<file path="src/rtl/seven_segment_scan.sv">
// Time-multiplexed common-anode seven-segment driver with dwell prescaler, leading-zero blanking,
// sticky error display and optional PWM dimming (enabled by defining SEVSEG_DIM_EN).
module seven_segment_scan #(
    parameter  int N_DIGITS = 8,
    parameter  int DIV      = 1,
    parameter  int BRIGHT_W = 16,
    localparam int POS_W    = $clog2(N_DIGITS)
) (
    input  logic                  clk,
    input  logic                  RESET,
    input  logic                  CE,
    input  logic [4*N_DIGITS-1:0] NUMBER,
    input  logic [N_DIGITS-1:0]   DP,
    input  logic [N_DIGITS-1:0]   AN_MASK,
    input  logic                  BLANK_LZ,
    input  logic                  error_in,
`ifdef SEVSEG_DIM_EN
    input  logic [BRIGHT_W-1:0]   BRIGHT,
`endif
    output logic [N_DIGITS-1:0]   AN,
    output logic [7:0]            SEG,
    output logic [POS_W-1:0]      DIGIT_POS
);

    localparam int               PRE_W    = (DIV > 1) ? $clog2(DIV) : 1;
    localparam logic [PRE_W-1:0] PRE_LAST = PRE_W'(DIV - 1);
    localparam logic [POS_W-1:0] POS_LAST = POS_W'(N_DIGITS - 1);
    localparam logic [7:0]       SEG_ERR  = 8'h86;

    logic [PRE_W-1:0]    pre;
    logic [POS_W-1:0]    pos;
    logic                err;
    logic                gate_open;
    logic [N_DIGITS-1:0] lz_blank;
    logic [N_DIGITS-1:0] an_next;
    logic [7:0]          seg_next;

    function automatic logic [6:0] hex_font(input logic [3:0] d);
        case (d)
            4'h0: hex_font = 7'h40;
            4'h1: hex_font = 7'h79;
            4'h2: hex_font = 7'h24;
            4'h3: hex_font = 7'h30;
            4'h4: hex_font = 7'h19;
            4'h5: hex_font = 7'h12;
            4'h6: hex_font = 7'h02;
            4'h7: hex_font = 7'h78;
            4'h8: hex_font = 7'h00;
            4'h9: hex_font = 7'h10;
            4'hA: hex_font = 7'h08;
            4'hB: hex_font = 7'h03;
            4'hC: hex_font = 7'h46;
            4'hD: hex_font = 7'h21;
            4'hE: hex_font = 7'h06;
            default: hex_font = 7'h0E;
        endcase
    endfunction

    // Dwell prescaler and scan position; both freeze while CE is low.
    // NOTE: sequential state uses non-blocking assignments so every register samples pre-edge values.
    always_ff @(posedge clk) begin
        if (RESET) begin
            pre <= '0;
            pos <= '0;
        end else if (CE) begin
            if (pre == PRE_LAST) begin
                pre <= '0;
                pos <= (pos == POS_LAST) ? '0 : pos + POS_W'(1);
            end else begin
                pre <= pre + PRE_W'(1);
            end
        end
    end

    always_ff @(posedge clk) begin
        if (RESET) begin
            err <= 1'b0;
        end else if (error_in) begin
            err <= 1'b1;
        end
    end

`ifdef SEVSEG_DIM_EN
    localparam int CMP_W = (PRE_W > BRIGHT_W) ? PRE_W : BRIGHT_W;

    logic [BRIGHT_W-1:0] duty_q;
    logic [BRIGHT_W-1:0] duty_eff;

    always_ff @(posedge clk) begin
        if (RESET) begin
            duty_q <= '0;
        end else if (pre == '0) begin
            duty_q <= BRIGHT;
        end
    end

    // The first cycle of a slot already uses the value being latched, so a slot never sees two duties.
    assign duty_eff  = (pre == '0) ? BRIGHT : duty_q;
    assign gate_open = CMP_W'(pre) < CMP_W'(duty_eff);
`else
    assign gate_open = 1'b1;
`endif

    // lz_blank[i]: nibbles i..N_DIGITS-1 are all zero; digit 0 is always shown.
    always_comb begin
        logic zero_above;
        zero_above = 1'b1;
        lz_blank   = '0;
        for (int i = N_DIGITS - 1; i >= 0; i--) begin
            zero_above  = zero_above && (NUMBER[4*i +: 4] == 4'h0);
            lz_blank[i] = zero_above && (i != 0);
        end
    end

    // NOTE: both outputs get a default first so no path through this block can infer a latch.
    always_comb begin
        logic blanked;
        an_next  = '1;
        seg_next = err ? SEG_ERR : {~DP[pos], hex_font(NUMBER[{pos, 2'b00} +: 4])};
        blanked  = BLANK_LZ && lz_blank[pos] && !err;
        if (!AN_MASK[pos] && !blanked && gate_open) begin
            an_next[pos] = 1'b0;
        end
    end

    always_ff @(posedge clk) begin
        if (RESET) begin
            AN  <= '1;
            SEG <= 8'hFF;
        end else begin
            AN  <= an_next;
            SEG <= seg_next;
        end
    end

    assign DIGIT_POS = pos;

endmodule

</file>
<file path="config.mk">
export PLATFORM = sky130hd
export DESIGN_NAME = seven_segment_scan
export DESIGN_NICKNAME = d
export VERILOG_FILES = /design/src/rtl/seven_segment_scan.sv
export SDC_FILE = /design/constraint.sdc
export NUM_CORES = 1
export LEC_CHECK = 0
export CORE_MARGIN = 8
export CORE_UTILIZATION = 43
export CTS_CLUSTER_DIAMETER = 30
export CTS_CLUSTER_SIZE = 16
export DETAILED_ROUTE_END_ITERATION = 8
export PLACE_DENSITY = 0.85
export SLEW_MARGIN = 20
export SYNTH_ARGS = -nofsm -noshare
export SYNTH_HDL_FRONTEND = slang
export SYNTH_SLANG_ARGS = --single-unit
</file>
<file path="constraint.sdc">
create_clock -name clk -period 6.73 [get_ports clk]
set_input_delay 1.0095 -clock clk [delete_from_list [all_inputs] [get_ports clk]]
set_output_delay 1.0095 -clock clk [all_outputs]
set_load 0.05 [all_outputs]
</file>
==> impl_metrics.csv, run 1 <==
group,metric,value,unit
outcome,run_status,"completed",
cts,cts.clk_slew.worst_paths,120,ps
route,ant_nets,0,
synthesis,ys.flop_type,"dfxtp_1",
floorplan,rows,21,
power_and_ir_drop,internal_power,258,uW
power_and_ir_drop,worst_ir_drop_vdd,0.0000766,V
placed_design,numPortBuffers,71,
power_and_ir_drop,combPwrFrac,39.7,%
cts,clk-insertion-delay-late,300,ps
floorplan,coreArea,3260,um^2
power_and_ir_drop,leakage,0.829,nW
worst_setup_path,crit_family,"buffers and inverters",
floorplan,die-area,5430,um^2
route,wire_per_inst,15.6,um
synthesis,syn_nets,221,
synthesis,async_flop_share,0,%
global_routing,grt_usage,15.6,%
route,vias,1465,
timing,hold_viol_final,0,
worst_setup_path,regToRegSetupSlack,3860,ps
cts,cts_setup_buffers,0,
synthesis,synth.avg_cell_area,8.94,um^2
worst_setup_path,cpPeakStageDelay,950,ps
timing,setup_viol,0,
global_routing,grt_max_degree,26,
timing,period_needed,3150,ps
worst_setup_path,cp_slowest_cell,"clkdlybuf4s50_1",
synthesis,synth.area.top_cells,"dfxtp_1, mux4_2, ha_1, mux2i_1, nor2_1",
layout,fin_util,67.7,%
worst_setup_path,path_class,"register to output port",
cts,clockBufferDepth,2,
route,drt_pre_antenna_iters,4,
worst_hold_path,hp-class,"register to register",
worst_setup_path,cp_num_buf_inv,1,
cts,root_buffer,"clkbuf_4",
synthesis,yosys_warnings,0,
layout,nets,289,
layout,drive_gt1_share,7.93,%
worst_setup_path,timing.rr.end,"SEG[0]",
power_and_ir_drop,swShare,32.5,%
layout,insertedDiodeCount,0,
worst_setup_path,cp-end-kind,"output port",
worst_setup_path,worstRegToRegCells,7,
synthesis,mappedNetlistArea,1430,um^2
worst_setup_path,cp_num_cells,1,
layout,area_delta_synth_final,54.2,%
route,drc,0,
placed_design,gp_congestion,0.801,
synthesis,ys_seq_elements,20,
cts,cts_made_buffers,3,
timing,clock_skew,5.03,ps
timing,relSlewSlack,43.2,%
global_routing,grt_pass1_wl,6770,um
worst_setup_path,rr_startpoint,"DIGIT_POS[1]",
run,cap_violations,0,
timing,worstMarginPinSlew,851,ps
timing,timing.final.max_slew_violations,0,
floorplan,pin_count,72,
route,drt_wl_total,4260,um
synthesis,yosysTopAreaCellShare,28.0,%
global_routing,overflow,0,
cts,cts_tree,"built",
timing,timing.fmax,317,MHz
worst_hold_path,holdPathEnd,"SEG[5]",
global_routing,grt_pass1_vias,1506,
route,avgViaCountPerCell,5.37,
synthesis,yosys.area.top_type,"dfxtp_1",
timing,rsz0062_at_grt,"no",
synthesis,synthCells,160,
power_and_ir_drop,power_switching,124,uW
power_and_ir_drop,seq_power_share,34.7,%
placed_design,hpwl,3520,um
power_and_ir_drop,clkPwrFrac,25.6,%
floorplan,die_height,73.7,um
cts,numClockSinks,20,
worst_setup_path,cp-start-kind,"register",
worst_hold_path,min_from,"err",
floorplan,die-width,73.7,um
worst_setup_path,cp-startpoint,"DIGIT_POS[1]",
power_and_ir_drop,power.density,173,nW/um^2
worst_hold_path,hold_depth,1,
synthesis,yosysSeqAreaShare,28.0,%
timing,fin_setup_tns,0,ps
synthesis,ys_types,45,
cts,cts_resized,0,
worst_setup_path,cp.arrival,2140,ps
cts,ctsHtreeMaxLevel,1,
worst_setup_path,worstPathRequired,5720,ps
synthesis,synth_enable_flop_cells,0,
worst_setup_path,cp_cell_sequence,"clkdlybuf4s50_1",
cts,cts_hold_buf,0,
global_routing,antenna_found_initial,0,
worst_setup_path,crit_fanout,22,
route,drtIter0Drc,77,
floorplan,start_util,43.9,%
timing,fin_crit_sh,46.9,%
==> worst max-delay path by stage <==
stage | endpoint
global route | DIGIT_POS[1]
CTS | DIGIT_POS[1]
floorplan | SEG[0]
global placement | SEG[0]
finish | DIGIT_POS[1]
detailed placement | SEG[0]
==> synth_stat cells, types with 3 or more instances <==
master / number
nand2_1: 10
nor2_1: 16
o21ai_0: 5
ha_1: 8
a21oi_1: 5
nor4_1: 7
nand4_1: 4
inv_1: 9
nor3_1: 3
mux4_2: 6
a221o_1: 3
mux2i_1: 9
buf_2: 4
dfxtp_1: 20
nand3_1: 8
nor2b_1: 6
clkbuf_1: 3
==> routing by layer <==
metal  vias to the layer above  track usage [%]  share of wire (%)
met2                        60             25.9                 47
met5                         -                0                  0
met1                       668             19.4                 44
met4                         0             5.10                1.0
li1                        733                -                  -
met3                         4             3.14                7.3
==> sequential cells by signal, indices dropped and copies added, names as in the netlist <==
name / cells
err: 1
DIGIT_POS: 3
SEG: 8
AN: 8
==> worst register-to-register path, delay by kind of cell (launching register included) <==
| family | cells | cell delay [ps] |
|---|---|---|
| AOI/OAI and AO/OA | 2 | 430 |
| and+or+nand+nor | 1 | 60 |
| DFF | 1 | 900 |
| muxes | 2 | 1040 |
| buffers and inverters | 1 | 130 |
| adders and majority gates | 1 | 220 |
==> layout make-up <==
type,instances,area (um^2)
clock buffer,3,22.5
clock inverter,1,30.0
fill,282,1050
inverter,10,37.5
multi-input combinational,120,931
sequential,20,400
tap,46,57.6
timing repair buffer,73,726
==> power groups by stage <==
stage | Combinational, mW | Clock [mW] | Sequential, mW
floorplan | 0.0656 | 0 | 0.162
global placement | 0.149 | 0 | 0.135
detailed placement | 0.151 | 0 | 0.135
CTS | 0.152 | 0.0987 | 0.133
global route | 0.163 | 0.102 | 0.134
finish | 0.152 | 0.0980 | 0.133
==> cells in the final DEF (no fill, tap or decap), types with 2 or more instances in the layout <==
cell,n
a21oi_1,5
ha_1,8
o21ai_1,2
a31oi_1,2
o21bai_1,2
buf_4,2
dfxtp_1,20
nor3_1,3
nand4_1,4
mux4_2,6
clkdlybuf4s50_1,71
o21ai_0,5
a221o_1,3
inv_1,9
clkbuf_4,3
nand2b_1,2
mux2i_1,9
nand2_1,10
and3_1,2
nand3_1,8
nor2b_1,6
nor2_1,16
nor4_1,7
==> stage by stage <==
step                setup slack, ps  cells  cell area [um^2]  hold WS, ps  total power, mW
floorplan                      4040    160              1430          486            0.228
global placement               3480    269              2150          519            0.284
detailed placement             3430    269              2150          526            0.287
CTS                            3540    273              2200          557            0.384
global route                   3410    273              2200          595            0.399
finish                         3580    273              2200          559            0.382
==> cells by family (layout without fill, tap and decap cells) <==
family / after synthesis / count (layout) / synth area share [%]
AND/OR/NAND/NOR: 62 / 62 / 21.7
AO/OA/AOI/OAI: 32 / 32 / 16.4
flip-flops: 20 / 20 / 28.0
buffers and inverters: 20 / 87 / 6.91
multiplexers: 18 / 18 / 19.9
adder cells (fa/ha/maj): 8 / 8 / 7.00
No activity file was read; power rests on OpenSTA's default activity.
==> inputs of run 2 (changes only) <==
CORE_UTILIZATION = 36   (was 43)
PLACE_DENSITY = 0.76   (was 0.85)
clock period = 2.8 ns   (was 6.73 ns; I/O delays follow)
==> run 2 against run 1 <==
  * Hold slack improved by 5.3 ps
  * Clock power rose by 130%
  * Clock skew down 1.0 ps
  * Sequential share of layout area decreased by 0.42 points
  * Die area increased by 15%
  * Combinational power rose to 2.5 times the previous value
  * Highest routed layer unchanged
  * Clock-buffer cell count is 1 higher
  * First-iteration DRC count increased by 130%
==> impl_metrics.csv, run 2 (synthesized netlist as in run 1, its figures left out) <==
group,metric,value,unit
outcome,run_status,"completed",
layout,final_common_cell,"clkdlybuf4s50_1",
global_routing,grt_pass1_wl,7300,um
cts,root_buffer,"clkbuf_8",
global_routing,met1_usage,16.9,%
timing,relSlewSlack,60.1,%
route,vias,1493,
cts,numClockSinks,20,
global_routing,use_met3,3.72,%
cts,cts_hold_buf,0,
run,cap_violations,0,
placed_design,dp_slack,274,ps
floorplan,rows,23,
global_routing,grt_usage,14.3,%
layout,area_delta_synth_final,57.8,%
route,drc,0,
layout,fin_area,2260,um^2
route,avgViaCountPerCell,5.28,
floorplan,die_height,79.0,um
placed_design,numPortBuffers,71,
timing,holdWs,564,ps
route,drt_wl_total,4580,um
worst_setup_path,cp-start-kind,"register",
worst_setup_path,cp_slowest_cell,"clkdlybuf4s50_1",
worst_setup_path,cp_num_buf_inv,2,
layout,fillers,375,
worst_setup_path,cpPeakStageDelay,840,ps
cts,ctsHtreeMaxLevel,1,
floorplan,start_util,36.5,%
timing,fin_setup_tns,0,ps
cts,clockBufferDepth,2,
global_routing,grt_pass1_vias,1560,
global_routing,gr-usage-met2,24.7,%
placed_design,place_area,2200,um^2
timing,hold_viol_final,0,
floorplan,pin_count,72,
worst_setup_path,cp.arrival,2110,ps
timing,fin_crit_sh,90.2,%
worst_setup_path,cp_cell_sequence,"buf_4, clkdlybuf4s50_1",
route,drt_pre_antenna_iters,4,
layout,drive_gt1_share,10.3,%
floorplan,die-width,79.0,um
worst_setup_path,crit_family,"buffers and inverters",
worst_setup_path,path_class,"register to output port",
cts,cts_tree,"built",
global_routing,antenna_found_initial,0,
cts,cts_resized,0,
power_and_ir_drop,worst_ir_drop_vdd,0.000224,V
cts,cts_setup_buffers,0,
timing,timing.final.max_slew_violations,0,
layout,nets,295,
cts,cts.clk_slew.worst_paths,80,ps
timing,clock_skew,4.00,ps
floorplan,coreArea,3910,um^2
route,drtIter0Drc,174,
power_and_ir_drop,power.density,407,nW/um^2
timing,worstMarginPinSlew,598,ps
global_routing,grt_max_degree,16,
timing,setup_slack,273,ps
worst_hold_path,hp-class,"register to register",
timing,setup_viol,0,
cts,clk-insertion-delay-late,260,ps
worst_setup_path,crit_fanout,15,
worst_setup_path,worstPathRequired,2380,ps
placed_design,hpwl,3830,um
layout,final_cell_mix,"clkdlybuf4s50_1, dfxtp_1, nor2_1",
power_and_ir_drop,leakage,0.860,nW
cts,cts_made_buffers,3,
layout,insertedDiodeCount,0,
global_routing,overflow,0,
global_routing,top_usage_layer,"met2",
route,ant_nets,0,
placed_design,gp_congestion,0.851,
route,wire_per_inst,16.2,um
timing,rsz0062_at_grt,"no",
worst_setup_path,cp-end-kind,"output port",
floorplan,die-area,6250,um^2
timing,period_needed,2530,ps
timing,timing.fmax,396,MHz
## run 2: routing by layer
| metal | part of all wire (%) | routed length [um] |
|---|---|---|
| met5 | 0 | 0 |
| met4 | 1.6 | 73 |
| met3 | 8.0 | 365 |
| met2 | 48 | 2200 |
| met1 | 42 | 1940 |
## run 2: layout make-up
class                   instances  area (um^2)  area share, %
flip-flops and latches         20          400           17.7
well taps                      50         62.6           2.77
multi-input cells             120          931           41.2
repair buffers                 79          771           34.1
inverters                      10         37.5           1.66
clock buffers                   4         55.1           2.44
## run 2: worst paths after layout
| path | startpoint | end | slack, ps | cells past startpoint |
|---|---|---|---|---|
| max | DIGIT_POS[2] | DIGIT_POS[2] | 270 | 2 |
| min reg2reg | err | SEG[5] | 560 | 1 |
| min | err | SEG[5] | 560 | 1 |
| max reg2reg | DIGIT_POS[2] | SEG[0] | 330 | 7 |
## run 2: through the flow
step / power, mW / util [%] / std cells
final: 0.918 / 57.7 / 283
after global routing: 0.964 / 57.7 / 283
after CTS: 0.922 / 57.7 / 283
after detailed placement: 0.703 / 56.3 / 279
after global placement: 0.698 / 56.3 / 279
after floorplan: 0.547 / - / 160
## run 2: worst reg2reg max path, delay by kind of cell (launching register included)
kind,cells,cell delay (ps)
multiplexers,1,300
adder cells (fa/ha/maj),1,280
buffers and inverters,1,90
AO/OA/AOI/OAI,4,990
flip-flops,1,700
## run 2: where the power goes
group / switching (mW) / internal [mW]
Clock: 0.0967 / 0.125
Sequential: 0.0117 / 0.305
Combinational: 0.198 / 0.182
Total: 0.307 / 0.611
==> inputs of run 3 (changes only) <==
CORE_MARGIN = default   (was 8)
==> run 3 against run 2 <==
  * Non-clock buffer count up 1
  * Sequential share of layout area decreased by 0.17 points
  * Final cell count decreased by 0.35%
  * Flip-flop and latch count stayed put
  * Global-route usage rose by 5.7 points
  * Routed wire length is 15% lower
  * Utilization grew 3.2 points
  * Maximum frequency up 2.8%
  * Critical path type unchanged
  * Highest routed layer unchanged
==> impl_metrics.csv, run 3 (synthesized netlist as in run 1, its figures left out) <==
group,metric,value,unit
outcome,run_status,"completed",
global_routing,grt_pass1_vias,1419,
cts,numClockSinks,20,
route,ant_nets,0,
timing,timing.final.max_slew_violations,0,
timing,relSlewSlack,60.3,%
cts,ctsHtreeMaxLevel,1,
timing,holdWs,557,ps
layout,instances_no_fill,282,
route,vias,1499,
cts,cts_hold_buf,0,
layout,nets,296,
timing,fin_setup_tns,0,ps
floorplan,start_util,38.2,%
timing,rsz0062_at_grt,"no",
placed_design,place_area,2210,um^2
worst_setup_path,worstPathRequired,2380,ps
route,wire_per_inst,13.8,um
global_routing,grt_usage,19.9,%
worst_hold_path,hold_depth,1,
layout,drive_gt1_share,10.7,%
cts,clockBufferDepth,2,
global_routing,grt_max_degree,18,
route,drt_wl_total,3880,um
global_routing,overflow,0,
layout,fin_area,2280,um^2
global_routing,top_usage_layer,"met2",
timing,setup_slack,343,ps
cts,cts_setup_buffers,0,
cts,cts_made_buffers,3,
timing,setup_viol,0,
timing,clock_skew,5.60,ps
global_routing,grt_pass1_wl,6440,um
worst_setup_path,cp.arrival,2040,ps
floorplan,die-area,4230,um^2
placed_design,dp_slack,317,ps
placed_design,dp_cells,278,
power_and_ir_drop,p_total,987,uW
worst_hold_path,hp-class,"register to register",
route,avgViaCountPerCell,5.32,
global_routing,gr-usage-met2,32.6,%
worst_setup_path,crit_fanout,15,
layout,area_delta_synth_final,59.3,%
layout,fin_util,60.9,%
timing,worstMarginPinSlew,594,ps
route,drt_pre_antenna_iters,4,
route,drc,0,
power_and_ir_drop,worst_ir_drop_vdd,0.000190,V
worst_setup_path,cp-end-kind,"output port",
floorplan,pin_count,72,
cts,clk-insertion-delay-late,270,ps
layout,final_common_cell,"clkdlybuf4s50_1",
layout,final_cell_mix,"clkdlybuf4s50_1, dfxtp_1, nor2_1",
power_and_ir_drop,power.density,433,nW/um^2
global_routing,met1_usage,26.2,%
placed_design,hpwl,3130,um
worst_setup_path,cp-start-kind,"register",
timing,timing.fmax,407,MHz
cts,cts_tree,"built",
global_routing,use_met3,2.11,%
timing,hold_viol_final,0,
worst_setup_path,worstRegToRegCells,7,
placed_design,gp_congestion,0.885,
layout,insertedDiodeCount,0,
timing,fin_crit_sh,87.7,%
power_and_ir_drop,leakage,0.873,nW
floorplan,rows,22,
global_routing,antenna_found_initial,0,
floorplan,die_height,65.0,um
placed_design,numPortBuffers,71,
cts,cts.clk_slew.worst_paths,80,ps
timing,period_needed,2460,ps
run,cap_violations,0,
floorplan,die-width,65.0,um
floorplan,coreArea,3740,um^2
cts,root_buffer,"clkbuf_8",
route,drtIter0Drc,77,
worst_setup_path,path_class,"register to output port",
cts,cts_resized,0,
==> run 3: cell count changes in the layout (fill, tap and decap cells not counted) <==
cell	previous run	this run
buf_4	8	9
bufinv_16	0	1
clkbuf_8	4	3
==> run 3: power breakdown <==
| group | total (mW) | switching, mW | internal, mW |
|---|---|---|---|
| sequential | 0.319 | 0.0140 | 0.305 |
| combinational | 0.376 | 0.195 | 0.181 |
| clock | 0.292 | 0.101 | 0.191 |
| total | 0.987 | 0.310 | 0.677 |
==> run 3: area by class of cell <==
type,count,area [um^2]
multi-input combinational,120,931
inverter,10,37.5
tap,48,60.1
clock inverter,1,30.0
fill,343,1470
clock buffer,3,41.3
timing repair buffer,80,778
sequential,20,400
==> run 3: worst paths after layout <==
kind / startpoint / end / slack [ps]
max reg2reg: DIGIT_POS[2] / SEG[0] / 350
min reg2reg: err / SEG[5] / 560
max: DIGIT_POS[2] / DIGIT_POS[2] / 340
min: err / SEG[5] / 560
==> run 3: per-layer routing <==
layer | share of wire (%) | vias to the layer above
met5 | 0 | -
met4 | 2.4 | 0
met3 | 5.5 | 9
met2 | 48 | 68
met1 | 44 | 676
li1 | - | 746
==> run 3: critical path, stage by stage (launching register included) <==
cell and delay (ps):
dfxtp_1 700, buf_4 260, clkdlybuf4s50_1 800
